$ cat src/rtl/mem_arbiter.sv
// Fixed-priority (data over fetch) arbiter sharing one memory bus between fetch and load/store ports.
// Latency: bus_req one cycle after the request; ack combinational with bus_ack or timeout; requesters stall until acked.
package mem_arbiter_pkg;
  typedef logic [31:0] u32_t;
  typedef logic [3:0]  wrstb_t;
  typedef enum logic [1:0] {
    MEM_OP_NONE  = 2'd0,
    MEM_OP_LOAD  = 2'd1,
    MEM_OP_STORE = 2'd2
  } mem_op_e;
endpackage

module mem_arbiter
  import mem_arbiter_pkg::*;
#(
  parameter int unsigned WAIT_MAX = 16
) (
  input  logic    clk,
  input  logic    rst_n,
  input  logic    if_req,
  input  u32_t    if_addr,
  output logic    if_ack,
  output u32_t    if_rdata,
  input  logic    mem_req,
  input  mem_op_e mem_op,
  input  u32_t    mem_addr,
  input  u32_t    mem_wdata,
  input  wrstb_t  mem_wrstb,
  output logic    mem_ack,
  output u32_t    mem_rdata,
  output logic    err,
  output logic    bus_req,
  output logic    bus_we,
  output u32_t    bus_addr,
  output u32_t    bus_wdata,
  output wrstb_t  bus_wrstb,
  input  logic    bus_ack,
  input  u32_t    bus_rdata,
  output logic    if_stall,
  output logic    mem_stall
);

  localparam int unsigned CW = (WAIT_MAX > 0) ? $clog2(WAIT_MAX + 1) : 1;
  localparam logic [CW-1:0] WAIT_LIM = CW'(WAIT_MAX);

  typedef enum logic [1:0] {IDLE, IFETCH, DATA} state_e;

  state_e        state;
  logic [CW-1:0] wait_cnt;
  logic          mem_vld;
  logic          is_store;
  logic          timeout;
  logic          done;

  assign mem_vld  = mem_req && ((mem_op == MEM_OP_LOAD) || (mem_op == MEM_OP_STORE));
  assign is_store = (mem_op == MEM_OP_STORE);

  // A bus_ack on the limit cycle wins over the timeout.
  assign timeout = (WAIT_MAX != 0) && (state != IDLE) && (wait_cnt == WAIT_LIM) && !bus_ack;
  assign done    = (state != IDLE) && (bus_ack || timeout);

  assign if_ack    = (state == IFETCH) && done;
  assign mem_ack   = (state == DATA) && done;
  assign err       = timeout;
  assign if_rdata  = ((state == IFETCH) && bus_ack) ? bus_rdata : '0;
  assign mem_rdata = ((state == DATA) && bus_ack && !bus_we) ? bus_rdata : '0;
  assign if_stall  = if_req && !if_ack;
  assign mem_stall = mem_vld && !mem_ack;

  always_ff @(posedge clk or negedge rst_n) begin
    if (!rst_n) begin
      state     <= IDLE;
      wait_cnt  <= '0;
      bus_req   <= 1'b0;
      bus_we    <= 1'b0;
      bus_addr  <= '0;
      bus_wdata <= '0;
      bus_wrstb <= '0;
    end else begin
      case (state)
        IDLE: begin
          if (mem_vld) begin
            state     <= DATA;
            wait_cnt  <= '0;
            bus_req   <= 1'b1;
            bus_we    <= is_store;
            bus_addr  <= mem_addr;
            bus_wdata <= is_store ? mem_wdata : '0;
            bus_wrstb <= is_store ? mem_wrstb : '0;
          end else if (if_req) begin
            state     <= IFETCH;
            wait_cnt  <= '0;
            bus_req   <= 1'b1;
            bus_we    <= 1'b0;
            bus_addr  <= if_addr;
            bus_wdata <= '0;
            bus_wrstb <= '0;
          end
        end
        default: begin
          if (done) begin
            state   <= IDLE;
            bus_req <= 1'b0;
          end else if ((WAIT_MAX != 0) && bus_req && !bus_ack) begin
            // Not done implies below the limit, so this never wraps.
            wait_cnt <= wait_cnt + CW'(1);
          end
        end
      endcase
    end
  end

endmodule
$ cat config.mk
export PLATFORM = sky130hd
export DESIGN_NAME = mem_arbiter
export DESIGN_NICKNAME = d
export VERILOG_FILES = /design/src/rtl/mem_arbiter.sv
export SDC_FILE = /design/constraint.sdc
export NUM_CORES = 1
export LEC_CHECK = 0
export CAP_MARGIN = 20
export CORE_AREA = 2 2 107 109
export DETAILED_ROUTE_END_ITERATION = 16
export DIE_AREA = 0 0 109 111
export GPL_TIMING_DRIVEN = 0
export PLACE_DENSITY = 0.88
export SLEW_MARGIN = 10
export SYNTH_ARGS = -nofsm -noshare
export SYNTH_HDL_FRONTEND = slang
export SYNTH_SLANG_ARGS = --single-unit
$ cat constraint.sdc
create_clock -name clk -period 4.7 [get_ports clk]
set_input_delay 0.94 -clock clk [delete_from_list [all_inputs] [get_ports clk]]
set_output_delay 0.94 -clock clk [all_outputs]
set_load 0.02 [all_outputs]
==> metrics, run 1 <==
Distinct cells, synth 35; Worst-Skew Late Latency 0.34 ns; Synth area leaders dfrtp_1, and2_1, mux2i_1; die area 0.0121 mm2; final hold vios 0; worst slew pin tran 0.802 ns; Startpoint Class input port; ANT nets after route 0; row cnt 39; multi-input logic area 0.00163 mm2; clk sinks 77; pwr/cell area 405 mW/mm2; global-route wire length before repair 20800 um; Wirelength per Cell 18.0 um; final wirelength 14100 um; period utilisation layout 92.4%; Pins Over Slew Limit 0; CP arrival 3.40 ns; vias per cell 4.85; fmax 230 MHz; Comb pwr share 41.6%; Num CTS Buffers 9; postcts setup bufs 0; initial DRC count 143; Net Sw Power 0.985 mW; Final GP Congestion 0.841; sequential share of power 33.1%; vias in the first global route 3933; Avg Inst Size Synth 10.8 um2; leak pwr 2.95 nW; # diodes 0; predominant post-synthesis flop cell dfrtp_1; Power Internal 1.84 mW; setup_tns 0 ns; Core Box Area 0.0111 mm2; Remaining DRCs 0; final setup vio count 0; reg2reg path depth 7; Peak VDD IR 0.361 mV; Synth Net Count 486; Syn Inst Count 344; most frequent cell after synthesis dfrtp_1; RSZ-0062 raised after global routing no; CP Cell Sequence clkdlybuf4s50_1 > nor4bb_1 > clkbuf_1 > and2_1 > clkdlybuf4s50_1; Critical Path RT 3.76 ns; Hold WC Path Type reg2reg; initial core utilization 33.4%; initial antenna violation count 0; crit path max fanout 10; clk buf depth 2; Post-synth EDFFs 0; Chip Width 109 um; largest net degree at the start of global routing 45; hold path depth 2; sequential fraction of the synthesis area 52.1%; grt ovf 0; Yosys reg bits 77; CTS root buf clkbuf_16; CP dominant cell by count clkdlybuf4s50_1; Filler Cell Count 896; Total GRT Usage 22.9%; dpl hpwl 11300 um; most frequent cells after synthesis dfrtp_1, and2_1, a22o_1; status finished, final reports clean; Setup CP Type in2out; Top Ports 278; clock network power share 25.2%; H-tree level count 3; Synth top area share 52.1%; clk_skew 0.00397 ns; cts repair resizes 0; asr flop ratio synth 100%; share of layout cells above drive strength 1 4.55%; maxcap violations 0; P&R area growth vs syn 88.6%; cell area after synthesis 0.00370 mm2; switching share of total power 34.9%; Clock transition at path regs 0.06 ns; CTS tree done; Die H 111 um; Detailed Routing Iterations Pass 1 6; Synth area leader dfrtp_1; register area 0.00193 mm2; Period minus WS final 4.34 ns; CP Capture Type output pin; Overall Power 2.82 mW; hold buffer count at CTS 0; Worst path slowest cell nor4bb_1; via count 3788; Max transition margin 45.8%; yosys synthesis warning count 0; crit-path max cell delay 0.73 ns; fin nets 775; Port Buffers 277
[per-layer routing]
metal  up-vias  GRT usage, %  share of wire [%]
met2       173          40.7                 50
met4         0          8.12                1.8
li1       1763             -                  -
met3        17          7.88                 10
met1      1835          24.6                 37
met5         -             0                  0
[layout by cell type, fill, tap and decap left out, drive strengths merged, types with 2 or more instances in the layout]
master / Yosys / final
nor4b: 2 / 2
mux2i: 32 / 32
buf: 12 / 14
clkinv: 0 / 3
clkdlybuf4s50: 0 / 276
xor2: 2 / 2
nand3: 5 / 5
dfrtp: 77 / 77
inv: 4 / 5
nor2: 4 / 4
clkbuf: 15 / 26
nand2: 34 / 34
o21ai: 37 / 37
a22o: 36 / 36
nor2b: 2 / 2
ha: 3 / 3
nor3b: 3 / 3
and2: 65 / 65
[per-stage QoR]
| stage | hold slack (ns) | instances | setup WS, ns | instance area [um2] | utilization, % |
|---|---|---|---|---|---|
| 2_1_floorplan | 0.502 | 344 | 1.88 | 3700 | - |
| 3_3_place_gp | 0.462 | 764 | 0.173 | 6650 | 60.1 |
| 3_5_place_dp | 0.470 | 765 | 0.281 | 6670 | 60.2 |
| 4_1_cts | 0.483 | 781 | 0.263 | 6980 | 63.0 |
| 5_1_grt | 0.514 | 781 | 0.139 | 6980 | 63.0 |
| 6_report | 0.474 | 781 | 0.359 | 6980 | 63.0 |
[cell families (layout without fill, tap and decap cells)]
family	Yosys count	count (layout)	share of synthesized area, %
AO/OA/AOI/OAI	79	79	15.0
flip-flops	77	77	52.1
XOR/XNOR	2	2	0.473
buffers and inverters	31	325	3.96
adder cells (fa/ha/maj)	3	3	1.01
AND/OR/NAND/NOR	120	120	18.9
multiplexers	32	32	8.65
[final timing paths]
kind                              startpoint             to  slack, ns
worst max-delay path                 bus_ack   mem_rdata[2]       0.36
worst min-delay path            bus_addr[10]   bus_addr[10]       0.47
worst max register to register   wait_cnt[0]    wait_cnt[2]       2.65
worst min register to register  bus_addr[10]   bus_addr[10]       0.47
max in group asynchronous              rst_n  bus_wdata[31]       3.58
min in group asynchronous              rst_n   bus_addr[14]       0.54
[critical path: cells and delay by family]
kind / cells / cell delay, ns
simple gates: 2 / 0.90
buf+inv: 3 / 1.56
[sequential cells by signal, summed over array words and instances (netlist names)]
name / cells
bus_we: 1
bus_addr: 32
bus_req: 1
bus_wrstb: 4
wait_cnt: 5
bus_wdata: 32
state: 2
[power groups by stage]
stage                     Clock [mW]  Combinational [mW]  Sequential [mW]
after floorplan                    0               0.353             1.11
after global placement             0                1.15            0.933
after detailed placement           0                1.19            0.941
after CTS                      0.721                1.19            0.936
after global routing           0.748                1.26            0.953
final                          0.713                1.18            0.935
[cell type report]
cell class	count	area share, %
tap	143	2.56
clock inverter	5	0.825
multi-input combinational	236	23.3
buffer	27	1.88
timing repair buffer	278	40.0
clock buffer	11	3.62
sequential	77	27.6
inverter	4	0.215
Power figures use the tool's default switching activity.
==> run 2, diff against run 1 <==
--- a/config.mk
+++ b/config.mk
@@ -5,13 +5,16 @@
 export SDC_FILE = /design/constraint.sdc
 export NUM_CORES = 1
 export LEC_CHECK = 0
+export ABC_AREA = 1
 export CAP_MARGIN = 20
-export CORE_AREA = 2 2 107 109
+export CORE_AREA = 2 2 108 110
 export DETAILED_ROUTE_END_ITERATION = 16
-export DIE_AREA = 0 0 109 111
+export DIE_AREA = 0 0 110 112
+export GPL_ROUTABILITY_DRIVEN = 0
 export GPL_TIMING_DRIVEN = 0
 export PLACE_DENSITY = 0.88
 export SLEW_MARGIN = 10
 export SYNTH_ARGS = -nofsm -noshare
 export SYNTH_HDL_FRONTEND = slang
 export SYNTH_SLANG_ARGS = --single-unit
+export TNS_END_PERCENT = 100
==> run 2 against run 1 <==
Clock skew is 0.0023 ns higher. Combinational power is essentially flat. Power grew 3.8%. First-iteration DRC count is 55% higher. Die area rose by 1.8%. Synthesized cell count increased by 49%. Global-route usage about the same. Largest power group unchanged. Final cell count up 22%.
==> metrics, run 2 <==
reg2reg path depth 6; Max transition margin 67.8%; Startpoint Class input port; Yosys reg bits 77; ANT nets after route 0; clk sinks 77; die area 0.0123 mm2; Num CTS Buffers 9; vias per cell 4.59; Top Ports 278; CTS root buf clkbuf_16; final setup vio count 0; Critical Path RT 3.76 ns; share of layout cells above drive strength 1 4.84%; Hold WC Path Type reg2reg; Synth top area share 51.0%; grt ovf 0; hold path start bus_wdata[7]; Chip Width 110 um; asr flop ratio synth 100%; most frequent cells in the layout clkdlybuf4s50_1, nand2_1, nor2_1, dfrtp_1, inv_1; cts repair resizes 0; yosys synthesis warning count 0; via count 4358; largest net degree at the start of global routing 44; biggest registers after layout bus_addr x32, bus_wdata x32, wait_cnt x5; Detailed Routing Iterations Pass 1 5; Pins Over Slew Limit 0; clk_skew 0.00624 ns; Total GRT Usage 22.8%; Synth Net Count 654; Die H 112 um; initial antenna violation count 0; FF-to-FF Start state[0]; Filler Cell Count 918; post-route cell area 0.00710 mm2; most frequent cells after synthesis nand2_1, nor2_1, dfrtp_1; Peak VDD IR 0.263 mV; Synth area leader dfrtp_1; clock network power share 27.2%; P&R area growth vs syn 87.8%; Wirelength per Cell 14.8 um; RSZ-0062 raised after global routing no; Avg Inst Size Synth 7.38 um2; fin nets 943; Syn Inst Count 512; pwr/cell area 413 mW/mm2; sequential share of power 31.7%; predominant post-synthesis flop cell dfrtp_1; sequential fraction of the synthesis area 51.0%; most common cell after layout, fill and taps aside clkdlybuf4s50_1; worst slew pin tran 0.483 ns; Core Box Area 0.0112 mm2; Remaining DRCs 0; Worst-Skew Late Latency 0.33 ns; period utilisation layout 90.0%; Buf/Inv on CP 5; CTS tree done; global-route wire length before repair 21600 um; Clock transition at path regs 0.05 ns; CP Cell Sequence clkdlybuf4s50_1 > inv_1 > ha_1 > nor2_4 > inv_1 > clkbuf_1 > a21oi_1 > clkdlybuf4s50_1; vias in the first global route 4237; row cnt 39; crit-path max cell delay 0.65 ns; Period minus WS final 4.23 ns; final hold vios 0; Net Sw Power 1.01 mW; Distinct cells, synth 19; postcts setup bufs 0; Setup CP Type in2out; worst reg2reg path endpoint bus_addr[21]; clk buf depth 2; CP Capture Type output pin; Worst R2R Setup Slack 3.18 ns; maxcap violations 0; initial DRC count 222; switching share of total power 34.3%; leak pwr 3.34 nW; setup_tns 0 ns; CP delay by family, top buffers and inverters; fmax 236 MHz; Core Util, Final 63.5%; Worst path slowest cell clkdlybuf4s50_1; dpl hpwl 11200 um; H-tree level count 3; Port Buffers 277; initial core utilization 33.8%; Comb pwr share 41.1%; hold buffer count at CTS 0; Synth area leaders dfrtp_1, nand2_1, nor2_1; most frequent cell after synthesis nand2_1; Power Internal 1.92 mW; cell area after synthesis 0.00378 mm2; Area after DPL 0.00675 mm2; status finished, final reports clean; hold path depth 2; Overall Power 2.93 mW; crit path max fanout 10; Post-synth EDFFs 0; Hold EP bus_wdata[7]; final wirelength 14000 um; # diodes 0; CP arrival 3.29 ns
run 2: cell count changes after synthesis, moves of 4 or more:
cell,change
a22o_1,-36
a31oi_1,+33
and2_1,-64
buf_1,-5
buf_2,+6
inv_1,+45
mux2i_1,-32
nand2_1,+158
nand3_1,+4
nor2_1,+102
o21ai_0,-30
run 2: metal layers:
| layer | share of wire (%) | up-vias | track usage [%] |
|---|---|---|---|
| met5 | 0 | - | 0 |
| met4 | 4.7 | 0 | 13.8 |
| met3 | 7.8 | 46 | 5.09 |
| met2 | 49 | 188 | 38.2 |
| met1 | 38 | 1976 | 26.2 |
| li1 | - | 2148 | - |
run 2: worst min-delay path: cells and delay by family, from the launching register on:
kind	cells	cell delay [ns]
AND/OR/NAND/NOR	2	0.09
flip-flops	1	0.34
run 2: per-stage QoR:
| stage | hold slack (ns) | setup slack (ns) | cells |
|---|---|---|---|
| 6_report | 0.465 | 0.471 | 949 |
| 5_1_grt | 0.489 | 0.304 | 949 |
| 3_5_place_dp | 0.457 | 0.480 | 933 |
| 2_1_floorplan | 0.497 | 1.61 | 512 |
| 3_3_place_gp | 0.453 | -0.0459 | 932 |
| 4_1_cts | 0.472 | 0.458 | 949 |
run 2: kinds of logic (layout without fill, tap and decap cells):
| kind of cell | Yosys count | count (layout) | share of synthesized area, % |
|---|---|---|---|
| AND/OR/NAND/NOR | 316 | 316 | 33.0 |
| flip-flops | 77 | 77 | 51.0 |
| buffers and inverters | 76 | 370 | 8.51 |
| AO/OA/AOI/OAI | 40 | 40 | 6.46 |
| adder cells (fa/ha/maj) | 3 | 3 | 0.994 |
run 2: cell type report:
cell class / instances / area [um2] / area share, %
Multi-Input combinational cell: 359 / 1530 / 21.5
Tap cell: 143 / 179 / 2.52
Timing Repair Buffer: 278 / 2800 / 39.4
Clock buffer: 12 / 246 / 3.47
Sequential cell: 77 / 1930 / 27.2
Clock inverter: 4 / 95.1 / 1.34
Inverter: 50 / 188 / 2.65
Buffer: 26 / 134 / 1.89
run 2: power groups by stage:
stage | Combinational (mW) | Clock (mW) | Sequential (mW)
2_1_floorplan | 0.393 | 0 | 1.11
3_3_place_gp | 1.19 | 0 | 0.929
3_5_place_dp | 1.21 | 0 | 0.936
4_1_cts | 1.21 | 0.812 | 0.928
5_1_grt | 1.30 | 0.844 | 0.949
6_report | 1.20 | 0.797 | 0.929
run 2: worst max-delay path by stage:
stage	start	to	slack (ns)	depth (start not counted)
6_report	mem_op[0]	mem_stall	0.47	8
5_1_grt	mem_op[0]	mem_stall	0.30	8
4_1_cts	mem_op[0]	mem_stall	0.46	8
3_5_place_dp	mem_op[0]	mem_stall	0.48	8
3_3_place_gp	rst_n	bus_addr[26]	-0.05	1
2_1_floorplan	mem_op[0]	mem_stall	1.61	6
